$ cat config.mk
export PLATFORM = sky130hd
export DESIGN_NAME = commit_unit_flat
export DESIGN_NICKNAME = d
export VERILOG_FILES = /design/src/rtl/commit_unit_pkg.sv /design/src/rtl/commit_unit_if.sv /design/src/rtl/commit_unit.sv /design/src/flat_wrapper.sv
export SDC_FILE = /design/constraint.sdc
export NUM_CORES = 1
export LEC_CHECK = 0
export CAP_MARGIN = 10
export CORE_MARGIN = 10
export CORE_UTILIZATION = 40
export CTS_BUF_LIST = sky130_fd_sc_hd__clkbuf_8 sky130_fd_sc_hd__clkbuf_16
export DETAILED_ROUTE_END_ITERATION = 8
export PLACE_DENSITY = 0.77
export SLEW_MARGIN = 20
export SYNTH_ARGS = -nofsm -noshare
export SYNTH_HDL_FRONTEND = slang
export SYNTH_SLANG_ARGS = --single-unit
$ cat constraint.sdc
create_clock -name clk -period 4.8 [get_ports clk]
set_clock_uncertainty 0.15 [all_clocks]
set_input_delay 0.96 -clock clk [delete_from_list [all_inputs] [get_ports clk]]
set_output_delay 0.96 -clock clk [all_outputs]
set_load 0.1 [all_outputs]
$ cat src/rtl/commit_unit_pkg.sv
// commit_unit_pkg: shared types for the in-order retirement stage.
//   commit_state_t : retirement FSM states
//   rob_entry_t    : view of the ROB head entry seen by the commit stage
//   rob_commit_t   : registered regfile write / RAT release bundle
package commit_unit_pkg;

  localparam int unsigned Xlen      = 32;
  localparam int unsigned RegAddrW  = 5;
  localparam int unsigned RobIdxW   = 5;
  localparam int unsigned FlushCntW = 4;

  typedef enum logic [0:0] {
    StRun,
    StFlush
  } commit_state_t;

  typedef struct packed {
    logic                valid;
    logic                done;
    logic [RegAddrW-1:0] rd_addr;
    logic [Xlen-1:0]     rd_data;
    logic [RobIdxW-1:0]  rob_idx;
    logic                is_br;
    logic                mispred;
    logic [Xlen-1:0]     br_target;
  } rob_entry_t;

  typedef struct packed {
    logic                rf_we;
    logic [RegAddrW-1:0] rd_addr;
    logic [Xlen-1:0]     rd_data;
    logic [RobIdxW-1:0]  rob_idx;
  } rob_commit_t;

  // x0 is hardwired to zero, so retiring into it never writes the regfile.
  function automatic logic writes_rd(logic [RegAddrW-1:0] rd);
    return rd != '0;
  endfunction

endpackage

$ cat src/rtl/commit_unit_if.sv
// commit_unit_if: ROB head view plus commit-stage outputs.
//   master : ROB/environment side, drives the head_* fields and rob_empty_i
//   slave  : commit unit, drives dequeue, regfile write, flush, redirect, instret
interface commit_unit_if
  import commit_unit_pkg::*;
#(
  parameter int unsigned ROB_IDX_W = RobIdxW
);
  logic                 rob_empty_i;
  logic                 head_valid_i;
  logic                 head_done_i;
  logic [RegAddrW-1:0]  head_rd_addr_i;
  logic [Xlen-1:0]      head_rd_data_i;
  logic [ROB_IDX_W-1:0] head_rob_idx_i;
  logic                 head_is_br_i;
  logic                 head_mispred_i;
  logic [Xlen-1:0]      head_br_target_i;

  logic                 dequeue_o;
  logic                 rf_we_o;
  logic [RegAddrW-1:0]  rf_rd_addr_o;
  logic [Xlen-1:0]      rf_rd_data_o;
  logic [ROB_IDX_W-1:0] rf_rob_idx_o;
  logic                 flush_o;
  logic                 redirect_valid_o;
  logic [Xlen-1:0]      redirect_pc_o;
  logic [63:0]          retired_count_o;

  modport master (
    output rob_empty_i, head_valid_i, head_done_i, head_rd_addr_i, head_rd_data_i,
           head_rob_idx_i, head_is_br_i, head_mispred_i, head_br_target_i,
    input  dequeue_o, rf_we_o, rf_rd_addr_o, rf_rd_data_o, rf_rob_idx_o, flush_o,
           redirect_valid_o, redirect_pc_o, retired_count_o
  );

  modport slave (
    input  rob_empty_i, head_valid_i, head_done_i, head_rd_addr_i, head_rd_data_i,
           head_rob_idx_i, head_is_br_i, head_mispred_i, head_br_target_i,
    output dequeue_o, rf_we_o, rf_rd_addr_o, rf_rd_data_o, rf_rob_idx_o, flush_o,
           redirect_valid_o, redirect_pc_o, retired_count_o
  );

endinterface

$ cat src/rtl/commit_unit.sv
// commit_unit: in-order retirement stage behind the reorder buffer.
//   clk, rst : clock, asynchronous active-high reset
//   bus      : commit_unit_if.slave
//     in  : rob_empty_i, head_* (ROB head entry fields)
//     out : dequeue_o (combinational ROB pop), rf_* (registered regfile write and
//           RAT release tag), flush_o / redirect_* (mispredict recovery),
//           retired_count_o (instret)
// A done head retires each cycle in StRun. A mispredicted branch retires normally,
// then the unit holds flush_o for FLUSH_CYCLES cycles with dequeue blocked, and
// pulses redirect_valid_o once with the corrected PC.
module commit_unit
  import commit_unit_pkg::*;
#(
  parameter int unsigned ROB_IDX_W    = 5,
  parameter int unsigned FLUSH_CYCLES = 2
) (
  input logic           clk,
  input logic           rst,
  commit_unit_if.slave  bus
);

  if (FLUSH_CYCLES < 1 || FLUSH_CYCLES > 15) begin : g_bad_flush_cycles
    $error("FLUSH_CYCLES must be in 1..15");
  end
  if (ROB_IDX_W != RobIdxW) begin : g_bad_rob_idx_w
    $error("ROB_IDX_W must match commit_unit_pkg::RobIdxW");
  end

  localparam logic [FlushCntW-1:0] FlushLoad = FlushCntW'(FLUSH_CYCLES - 1);

  commit_state_t        state_q;
  logic [FlushCntW-1:0] flush_cnt_q;
  rob_commit_t          commit_q;
  logic                 flush_q;
  logic                 redirect_valid_q;
  logic [Xlen-1:0]      redirect_pc_q;
  logic [63:0]          retired_q;

  rob_entry_t head;
  logic       commit;
  logic       mispredict;

  always_comb begin
    head.valid     = bus.head_valid_i;
    head.done      = bus.head_done_i;
    head.rd_addr   = bus.head_rd_addr_i;
    head.rd_data   = bus.head_rd_data_i;
    head.rob_idx   = bus.head_rob_idx_i;
    head.is_br     = bus.head_is_br_i;
    head.mispred   = bus.head_mispred_i;
    head.br_target = bus.head_br_target_i;

    // Head fields are ignored while flushing: the ROB is being squashed.
    commit     = (state_q == StRun) && head.valid && head.done && !bus.rob_empty_i;
    mispredict = commit && head.is_br && head.mispred;
  end

  always_ff @(posedge clk or posedge rst) begin
    if (rst) begin
      state_q          <= StRun;
      flush_cnt_q      <= '0;
      commit_q         <= '0;
      flush_q          <= 1'b0;
      redirect_valid_q <= 1'b0;
      redirect_pc_q    <= '0;
      retired_q        <= '0;
    end else begin
      commit_q.rf_we   <= commit && writes_rd(head.rd_addr);
      redirect_valid_q <= 1'b0;

      if (commit) begin
        commit_q.rd_addr <= head.rd_addr;
        commit_q.rd_data <= head.rd_data;
        commit_q.rob_idx <= head.rob_idx;
        retired_q        <= retired_q + 64'd1;
      end

      unique case (state_q)
        StRun: begin
          if (mispredict) begin
            state_q          <= StFlush;
            flush_cnt_q      <= FlushLoad;
            flush_q          <= 1'b1;
            redirect_valid_q <= 1'b1;
            redirect_pc_q    <= head.br_target;
          end
        end
        StFlush: begin
          if (flush_cnt_q == '0) begin
            state_q <= StRun;
            flush_q <= 1'b0;
          end else begin
            flush_cnt_q <= flush_cnt_q - 1'b1;
          end
        end
        default: begin
          state_q <= StRun;
          flush_q <= 1'b0;
        end
      endcase
    end
  end

  assign bus.dequeue_o        = commit;
  assign bus.rf_we_o          = commit_q.rf_we;
  assign bus.rf_rd_addr_o     = commit_q.rd_addr;
  assign bus.rf_rd_data_o     = commit_q.rd_data;
  assign bus.rf_rob_idx_o     = commit_q.rob_idx;
  assign bus.flush_o          = flush_q;
  assign bus.redirect_valid_o = redirect_valid_q;
  assign bus.redirect_pc_o    = redirect_pc_q;
  assign bus.retired_count_o  = retired_q;

endmodule

$ cat src/flat_wrapper.sv
// flat-port wrapper written by rule: the top's interface ports become plain ports
module commit_unit_flat import commit_unit_pkg::*;
#(
  parameter int unsigned ROB_IDX_W    = 5,
  parameter int unsigned FLUSH_CYCLES = 2
)
  (clk, rst, bus_rob_empty_i, bus_head_valid_i, bus_head_done_i, bus_head_rd_addr_i, bus_head_rd_data_i, bus_head_rob_idx_i, bus_head_is_br_i, bus_head_mispred_i, bus_head_br_target_i, bus_dequeue_o, bus_rf_we_o, bus_rf_rd_addr_o, bus_rf_rd_data_o, bus_rf_rob_idx_o, bus_flush_o, bus_redirect_valid_o, bus_redirect_pc_o, bus_retired_count_o);
  commit_unit_if #(.ROB_IDX_W(ROB_IDX_W)) bus_i ();
  input logic clk;
  input logic rst;
  input wire logic [$bits(bus_i.rob_empty_i)-1:0] bus_rob_empty_i;
  input wire logic [$bits(bus_i.head_valid_i)-1:0] bus_head_valid_i;
  input wire logic [$bits(bus_i.head_done_i)-1:0] bus_head_done_i;
  input wire logic [$bits(bus_i.head_rd_addr_i)-1:0] bus_head_rd_addr_i;
  input wire logic [$bits(bus_i.head_rd_data_i)-1:0] bus_head_rd_data_i;
  input wire logic [$bits(bus_i.head_rob_idx_i)-1:0] bus_head_rob_idx_i;
  input wire logic [$bits(bus_i.head_is_br_i)-1:0] bus_head_is_br_i;
  input wire logic [$bits(bus_i.head_mispred_i)-1:0] bus_head_mispred_i;
  input wire logic [$bits(bus_i.head_br_target_i)-1:0] bus_head_br_target_i;
  output wire logic [$bits(bus_i.dequeue_o)-1:0] bus_dequeue_o;
  output wire logic [$bits(bus_i.rf_we_o)-1:0] bus_rf_we_o;
  output wire logic [$bits(bus_i.rf_rd_addr_o)-1:0] bus_rf_rd_addr_o;
  output wire logic [$bits(bus_i.rf_rd_data_o)-1:0] bus_rf_rd_data_o;
  output wire logic [$bits(bus_i.rf_rob_idx_o)-1:0] bus_rf_rob_idx_o;
  output wire logic [$bits(bus_i.flush_o)-1:0] bus_flush_o;
  output wire logic [$bits(bus_i.redirect_valid_o)-1:0] bus_redirect_valid_o;
  output wire logic [$bits(bus_i.redirect_pc_o)-1:0] bus_redirect_pc_o;
  output wire logic [$bits(bus_i.retired_count_o)-1:0] bus_retired_count_o;
  assign bus_i.rob_empty_i = bus_rob_empty_i;
  assign bus_i.head_valid_i = bus_head_valid_i;
  assign bus_i.head_done_i = bus_head_done_i;
  assign bus_i.head_rd_addr_i = bus_head_rd_addr_i;
  assign bus_i.head_rd_data_i = bus_head_rd_data_i;
  assign bus_i.head_rob_idx_i = bus_head_rob_idx_i;
  assign bus_i.head_is_br_i = bus_head_is_br_i;
  assign bus_i.head_mispred_i = bus_head_mispred_i;
  assign bus_i.head_br_target_i = bus_head_br_target_i;
  assign bus_dequeue_o = bus_i.dequeue_o;
  assign bus_rf_we_o = bus_i.rf_we_o;
  assign bus_rf_rd_addr_o = bus_i.rf_rd_addr_o;
  assign bus_rf_rd_data_o = bus_i.rf_rd_data_o;
  assign bus_rf_rob_idx_o = bus_i.rf_rob_idx_o;
  assign bus_flush_o = bus_i.flush_o;
  assign bus_redirect_valid_o = bus_i.redirect_valid_o;
  assign bus_redirect_pc_o = bus_i.redirect_pc_o;
  assign bus_retired_count_o = bus_i.retired_count_o;
  commit_unit #(.ROB_IDX_W(ROB_IDX_W), .FLUSH_CYCLES(FLUSH_CYCLES)) u_core (.clk(clk), .rst(rst), .bus(bus_i));
endmodule
# After elaboration in Yosys (flattened, before gate mapping)
# Cells that the tools add are included.
op_classes:
  eq_ne: 3
  n_bitwise: 1
  n_mux: 10
  addsub: 2
  reduce_logical: 12
op_table:
  columns: ["operator", "count"]
  rows:
  - ["$add A64 B1 Y64 const B", 1]
  - ["$mux W4", 2]
  - ["$pmux W4 S2", 1]
  - ["$logic_and A1 B1 Y1", 6]
  - ["$reduce_and A2 Y1", 3]
  - ["$mux W1", 5]
  - ["$reduce_bool A5 Y1", 1]
  - ["$logic_not A4 Y1", 1]
  - ["$ne A2 B2 Y1 const B", 2]
  - ["$pmux W1 S2", 2]
  - ["$sub A4 B1 Y4 const B", 1]
  - ["$ne A2 B1 Y1 const B", 1]
  - ["$logic_not A1 Y1", 1]
  - ["$not A1 Y1", 1]
word_totals:
  word_cells: 38
  register_bits: 146
  output_inout_bits: 142

# Logic depth before layout (Yosys ltp)
# Gate-level depths: netlist of run 1.
logic_depth:
  depth_word: 8
  depth_mapped: 7
  ltp_nobuf: 7

# Least setup slack after synthesis of run 1
# Ideal clock, no wire load.
synth_timing:
  path_type: "input-to-output"
  start: "input bus_rob_empty_i"
  end: "output bus_dequeue_o"
  path_slack_ps: 1276
  stages: 3
  n_path_buf: 2
  t_arrival_ps: 2414
  cell_sequence: "and4bb_1 buf_4 clkbuf_1"
synth_between:
  elab_chain_cells: 2
synth_rtl:
  columns: ["item", "line", "source"]
  rows:
  - ["start: declaration", "flat_wrapper.sv:11", "input wire logic [$bits(bus_i.rob_empty_i)-1:0] bus_rob_empty_i;"]
  - ["$logic_not A1 Y1", "commit_unit.sv:54", "commit = (state_q == StRun) && head.valid && head.done && !bus.rob_empty_i;"]
  - ["$logic_and A1 B1 Y1", "commit_unit.sv:54", null]
  - ["end: declaration", "flat_wrapper.sv:20", "output wire logic [$bits(bus_i.dequeue_o)-1:0] bus_dequeue_o;"]
# Every way passes these cells.

# Final worst setup path of run 1
# Ends and elaborated chain as after synthesis.

==> summary.md, run 1 <==
| Metric | Value |
|---|---|
| Commonest cells after routing, fill and taps aside | clkdlybuf4s50_1, dfrtp_1, mux2_2 |
| Setup TNS | 0 ns |
| Deepest level of the CTS H-tree | 4 |
| # rows | 44 |
| Post-synth ARST share | 100% |
| Ranking of synthesized cells by area | dfrtp_1, mux2_2, xnor2_1 |
| Initial antenna violation count | 0 |
| Starting density of the core | 41.3% |
| CTS tree | done |
| Avg Cell Area, Syn | 13.1 µm² |
| Wire per inst | 18.6 µm |
| RSZ-0062 raised after global routing | no |
| DRT Wirelength | 16.4 mm |
| Synth-to-layout area growth | 49.6% |
| Total number of vias | 4,443 |
| CP Data Required Time | 3.69 ns |
| DP Area | 8490 µm² |
| Diodes inserted | 0 |
| Hpwl dp | 12.4 mm |
| Hold Startpoint | u_core.bus.retired_count_o[63]$_DFFE_PP0P_ |
| Die Wd | 143 µm |
| Most common library cell in the layout ignoring fill and taps | clkdlybuf4s50_1 |
| Post-synth EDFFs | 0 |
| Synth warn | 0 |
| Worst slew pin tran | 1.08 ns |
| Layout Nets | 773 |
| FMAX | 298 MHz |
| Critical R2R Launch | u_core.state_q$_DFF_PP0_ |
| Hold-fix buffers at CTS | 0 |
| Cells after Synth | 462 |
| Sequential Power Share | 27.4% |
| Worst R2R Setup Slack | 2.08 ns |
| # setup viols final | 0 |
| Final Hold Fails | 0 |
| Hold Crit Class | flop to flop |
| Worst skew pair latency | 0.42 ns |
| Hold depth | 1 |
| TritonRoute pass-1 iters | 4 |
| Switching power | 3160 µW |
| Max cap viols | 0 |
| Setup Buffers After CTS | 0 |
| Power per Cell Area | 693 nW/µm² |
| Hold Crit Endpoint | u_core.bus.retired_count_o[63]$_DFFE_PP0P_ |
| Longest Clk Path Bufs | 2 |
| Post-Layout Cell Count | 886 |
| Pint | 3140 µW |
| Die Y | 143 µm |
| CP Capture Type | primary output |
| Kind of critical path | primary input to primary output |
| Synth top area share | 60.1% |
| Count of state elements after synthesis | 146 |
| Placed insts | 854 |
| Fin crit period | 3.36 ns |
| Vias per inst | 5.01 |
| Status | completed |
| Syn Nets | 546 |
| GRT Residual Overflow | 0 |
| Post-synth top area cell | dfrtp_1 |
| Sw Share | 50.2% |
| Clock Sinks | 146 |
| Largest net degree at the start of global routing | 147 |
| Layout cell share with drive strength beyond 1 | 17.9% |
| Crit start category | primary input |
| Core area | 14,700 µm² |
| Vias in the first global route | 4,717 |
| Sequential share of the synthesized area | 60.1% |
| Leak | 0.00389 µW |
| Post-synth cell types | 40 |
| Root buf cell | clkbuf_16 |
| Drt drc | 0 |
| GR Util All Layers | 16.1% |
| Worst VDD drop | 0.638 mV |
| Comb pwr share | 51.6% |
| Final Cell Area | 9090 µm² |
| Clock Power Share | 21.1% |
| 1st-iter DRT viols | 227 |
| Final critical-path share of the clock period | 70.0% |
| Max-slew violations | 0 |
| First-pass GRT wire length | 25.9 mm |
| Max-slew headroom | 27.6% |
| PortBufs | 222 |
| Full die area | 20,500 µm² |
| Synth Flop Type | dfrtp_1 |
| Crit Path Max Fanout | 12 |
| Worst R2R Path Depth | 5 |
| Gpl congestion | 0.820 |
| Ports | 223 |
| Post-CTS sizing | 0 |
| Final ANT Viol Nets | 0 |
| CP Data Arrival Time | 2.25 ns |
| Synthesized cell area | 6070 µm² |
| CTS Buf Count | 17 |
| R2r endpoint | u_core.bus.redirect_pc_o[4]$_DFFE_PP0P_ |
| Clock transition at path regs | 0.06 ns |
==> registers in the layout, summed over array words and instances (netlist names) <==
signal / count
u_core.state_q: 1
u_core.bus.redirect_valid_o: 1
u_core.bus.retired_count_o: 64
u_core.bus.rf_we_o: 1
u_core.bus.redirect_pc_o: 32
u_core.flush_cnt_q: 4
u_core.bus.rf_rd_data_o: 32
u_core.bus.flush_o: 1
u_core.bus.rf_rd_addr_o: 5
u_core.bus.rf_rob_idx_o: 5
==> Yosys cell counts, types with 2 or more instances <==
master      n
and2_1      5
and3_1      6
and4_1      2
buf_1       4
buf_2       3
clkbuf_1    9
dfrtp_1   146
ha_1        3
inv_1      12
mux2_2     75
nand2_1    25
nand2b_1    2
nand3_1    19
nand4_1    19
nor2_1     20
nor2b_1     2
nor3_1     13
nor3_2      4
nor4_1      5
nor4_2      3
or3_1       3
xnor2_1    41
xor2_1     24
==> layer usage <==
layer  part of all wire (%)  track usage (%)
met1                     38             17.5
met2                     49             26.4
met3                     11             8.46
met4                    1.1             5.43
met5                      0                0
==> layout make-up <==
| type | instances | area (µm²) |
|---|---|---|
| Clock inverter | 10 | 106 |
| Inverter | 12 | 48.8 |
| Clock buffer | 22 | 494 |
| Fill cell | 1137 | 5610 |
| Timing Repair Buffer | 226 | 2260 |
| Multi-Input combinational cell | 286 | 2290 |
| Sequential cell | 146 | 3650 |
| Tap cell | 184 | 230 |
==> worst max path at each step <==
| stage | start | endpoint | slack [ns] | cells after the start |
|---|---|---|---|---|
| after global routing | bus_rob_empty_i | u_core.bus.retired_count_o[63]$_DFFE_PP0P_ | 1.30 | 6 |
| after CTS | bus_rob_empty_i | bus_dequeue_o | 1.41 | 3 |
| after global placement | bus_head_valid_i | u_core.bus.redirect_pc_o[17]$_DFFE_PP0P_ | 1.10 | 6 |
| final | bus_rob_empty_i | bus_dequeue_o | 1.44 | 3 |
| after detailed placement | bus_head_done_i | u_core.bus.redirect_pc_o[11]$_DFFE_PP0P_ | 1.04 | 6 |
| after floorplan | bus_rob_empty_i | bus_dequeue_o | 1.28 | 3 |
==> cells by family after synthesis <==
| kind of cell | count (synthesis) | synth area share (%) |
|---|---|---|
| and+or+nand+nor | 139 | 13.4 |
| adders and majority gates | 3 | 0.618 |
| AOI/OAI and AO/OA | 4 | 0.433 |
| buffers and inverters | 30 | 2.10 |
| xor gates and xnor gates | 65 | 9.37 |
| DFF | 146 | 60.1 |
| muxes | 75 | 13.9 |
==> power groups by stage <==
stage | logic (µW) | clock network, µW | registers [µW]
4_1_cts | 3280 | 1360 | 1730
3_3_place_gp | 3250 | 0 | 1720
6_report | 3250 | 1330 | 1720
5_1_grt | 3340 | 1410 | 1770
3_5_place_dp | 3270 | 0 | 1740
2_1_floorplan | 368 | 0 | 3810
==> worst max-delay path, cell delays in order <==
cell,delay [ns]
clkdlybuf4s50_1,0.41
and4bb_2,0.50
buf_4,0.36
==> per-stage QoR <==
stage	utilization (%)	hold slack [ns]	worst slack, ns	total power (µW)
5_1_grt	61.8	0.359	1.30	6520
4_1_cts	61.8	0.339	1.41	6370
3_5_place_dp	57.7	0.322	1.04	5010
2_1_floorplan	-	0.313	1.28	4180
3_3_place_gp	57.7	0.308	1.10	4960
6_report	61.8	0.330	1.44	6300
Note: power is estimated with default switching activity, not from simulation.
==> inputs of run 2 (changes only) <==
Settings changed: CORE_UTILIZATION 40 to 45, PLACE_DENSITY 0.77 to 0.82.
Clock period 4.8 ns to 3.35 ns, I/O delays scaled along.
==> summary.md, run 2 (synthesized netlist as in run 1, its figures left out) <==
| Metric | Value |
|---|---|
| Global routing usage on met3 | 8.08% |
| Hold Crit Class | flop to flop |
| PortBufs | 222 |
| Sw Share | 50.6% |
| Final ANT Viol Nets | 0 |
| CP Data Arrival Time | 2.05 ns |
| Layout cell share with drive strength beyond 1 | 38.4% |
| Deepest level of the CTS H-tree | 4 |
| Worst skew pair latency | 0.41 ns |
| Met2 Use GR | 30.1% |
| Hold Startpoint | u_core.bus.retired_count_o[63]$_DFFE_PP0P_ |
| Pint | 4410 µW |
| Max-slew violations | 0 |
| Critical R2R Launch | u_core.bus.retired_count_o[30]$_DFFE_PP0P_ |
| Largest net degree at the start of global routing | 55 |
| Crit start category | primary input |
| CP Capture Type | primary output |
| Root buf cell | clkbuf_16 |
| Die Wd | 136 µm |
| Placed insts | 849 |
| 1st-iter DRT viols | 189 |
| Place WS | 0.313 ns |
| Total number of vias | 4,454 |
| Max-slew headroom | 49.7% |
| CTS tree | done |
| Max cap viols | 0 |
| Status | completed |
| Ports | 223 |
| # setup viols final | 0 |
| Drt drc | 0 |
| Initial antenna violation count | 1 |
| Most Crowded Layer GR | met2 |
| Final setup margin | 0.481 ns |
| Clock transition at path regs | 0.06 ns |
| GRT Residual Overflow | 0 |
| Die Y | 136 µm |
| Core area | 13,200 µm² |
| Fin crit period | 2.87 ns |
| Vias in the first global route | 4,969 |
| Crit path from | bus_rob_empty_i |
| Setup TNS | 0 ns |
| RSZ-0062 raised after global routing | no |
| Commonest cells after routing, fill and taps aside | dfrtp_1, buf_4, clkdlybuf4s50_1 |
| Worst VDD drop | 1.03 mV |
| Hold-fix buffers at CTS | 0 |
| Post-CTS sizing | 0 |
| Setup Buffers After CTS | 0 |
| Kind of critical path | primary input to primary output |
| Clock Power Share | 21.7% |
| Clock Sinks | 146 |
| Hpwl dp | 12.5 mm |
| Starting density of the core | 45.9% |
| Crit Path Max Fanout | 49 |
| Switching power | 4530 µW |
| Longest Clk Path Bufs | 2 |
| Met1 Use GR | 18.7% |
| First-pass GRT wire length | 25.9 mm |
| Layout Nets | 776 |
| Worst slew pin tran | 0.753 ns |
| Comb pwr share | 50.6% |
| DRT Wirelength | 16.2 mm |
| Vias per inst | 5.05 |
| TritonRoute pass-1 iters | 4 |
| Final critical-path share of the clock period | 85.6% |
| Leak | 0.00414 µW |
| GR Util All Layers | 17.8% |
| CTS Buf Count | 17 |
| Synth-to-layout area growth | 45.3% |
| FMAX | 349 MHz |
| Final Hold Fails | 0 |
| Full die area | 18,500 µm² |
| Sequential Power Share | 27.7% |
| Number of flip-flops in the largest register | 64 |
| Wire per inst | 18.4 µm |
| Power per Cell Area | 1010 nW/µm² |
| Gpl congestion | 0.821 |
| # rows | 42 |
| Most common library cell in the layout ignoring fill and taps | dfrtp_1 |
| Post-Layout Cell Count | 882 |
| CP Data Required Time | 2.53 ns |
-- run 2: power groups by stage --
stage | Clock [µW] | Sequential [µW] | Combinational, µW
2_1_floorplan | 0 | 5460 | 527
3_3_place_gp | 0 | 2480 | 4500
3_5_place_dp | 0 | 2500 | 4560
4_1_cts | 1980 | 2480 | 4560
5_1_grt | 2070 | 2540 | 4650
6_report | 1940 | 2470 | 4520
-- run 2: cell type report --
cell class	count	area, µm²
Clock buffer	21	480
Sequential cell	146	3650
Clock inverter	11	134
Antenna cell	1	2.50
Tap cell	176	220
Timing Repair Buffer	229	1990
Fill cell	1014	4420
Inverter	12	48.8
Multi-Input combinational cell	286	2290
-- run 2: stage by stage --
step	instance area (µm²)	hold WS, ns	util, %	total power, µW
floorplan	6080	0.313	-	5990
global placement	8210	0.307	62.0	6980
detailed placement	8210	0.332	62.0	7060
CTS	8820	0.343	66.6	9030
global route	8830	0.350	66.7	9250
finish	8830	0.335	66.7	8940
-- run 2: final timing paths --
path                                                                   end  cells after the start  slack (ns)
worst min register to register  u_core.bus.retired_count_o[63]$_DFFE_PP0P_                      1        0.34
worst max register to register  u_core.bus.retired_count_o[61]$_DFFE_PP0P_                      5        0.74
worst max-delay path                                         bus_dequeue_o                      4        0.48
min in group asynchronous         u_core.bus.redirect_pc_o[24]$_DFFE_PP0P_                      2        0.58
max in group asynchronous         u_core.bus.redirect_pc_o[18]$_DFFE_PP0P_                      3        1.75
worst min-delay path            u_core.bus.retired_count_o[63]$_DFFE_PP0P_                      1        0.34
-- run 2: critical path: stages --
cell	delay, ns
clkdlybuf4s50_1	0.39
and4bb_2	0.44
buf_12	0.29
buf_12	0.22
-- run 2: layer usage --
| layer | routed length [µm] | vias to the layer above |
|---|---|---|
| met4 | 408 | 0 |
| met3 | 1580 | 30 |
| li1 | - | 2062 |
| met1 | 5970 | 2193 |
| met2 | 8240 | 169 |
| met5 | 0 | - |
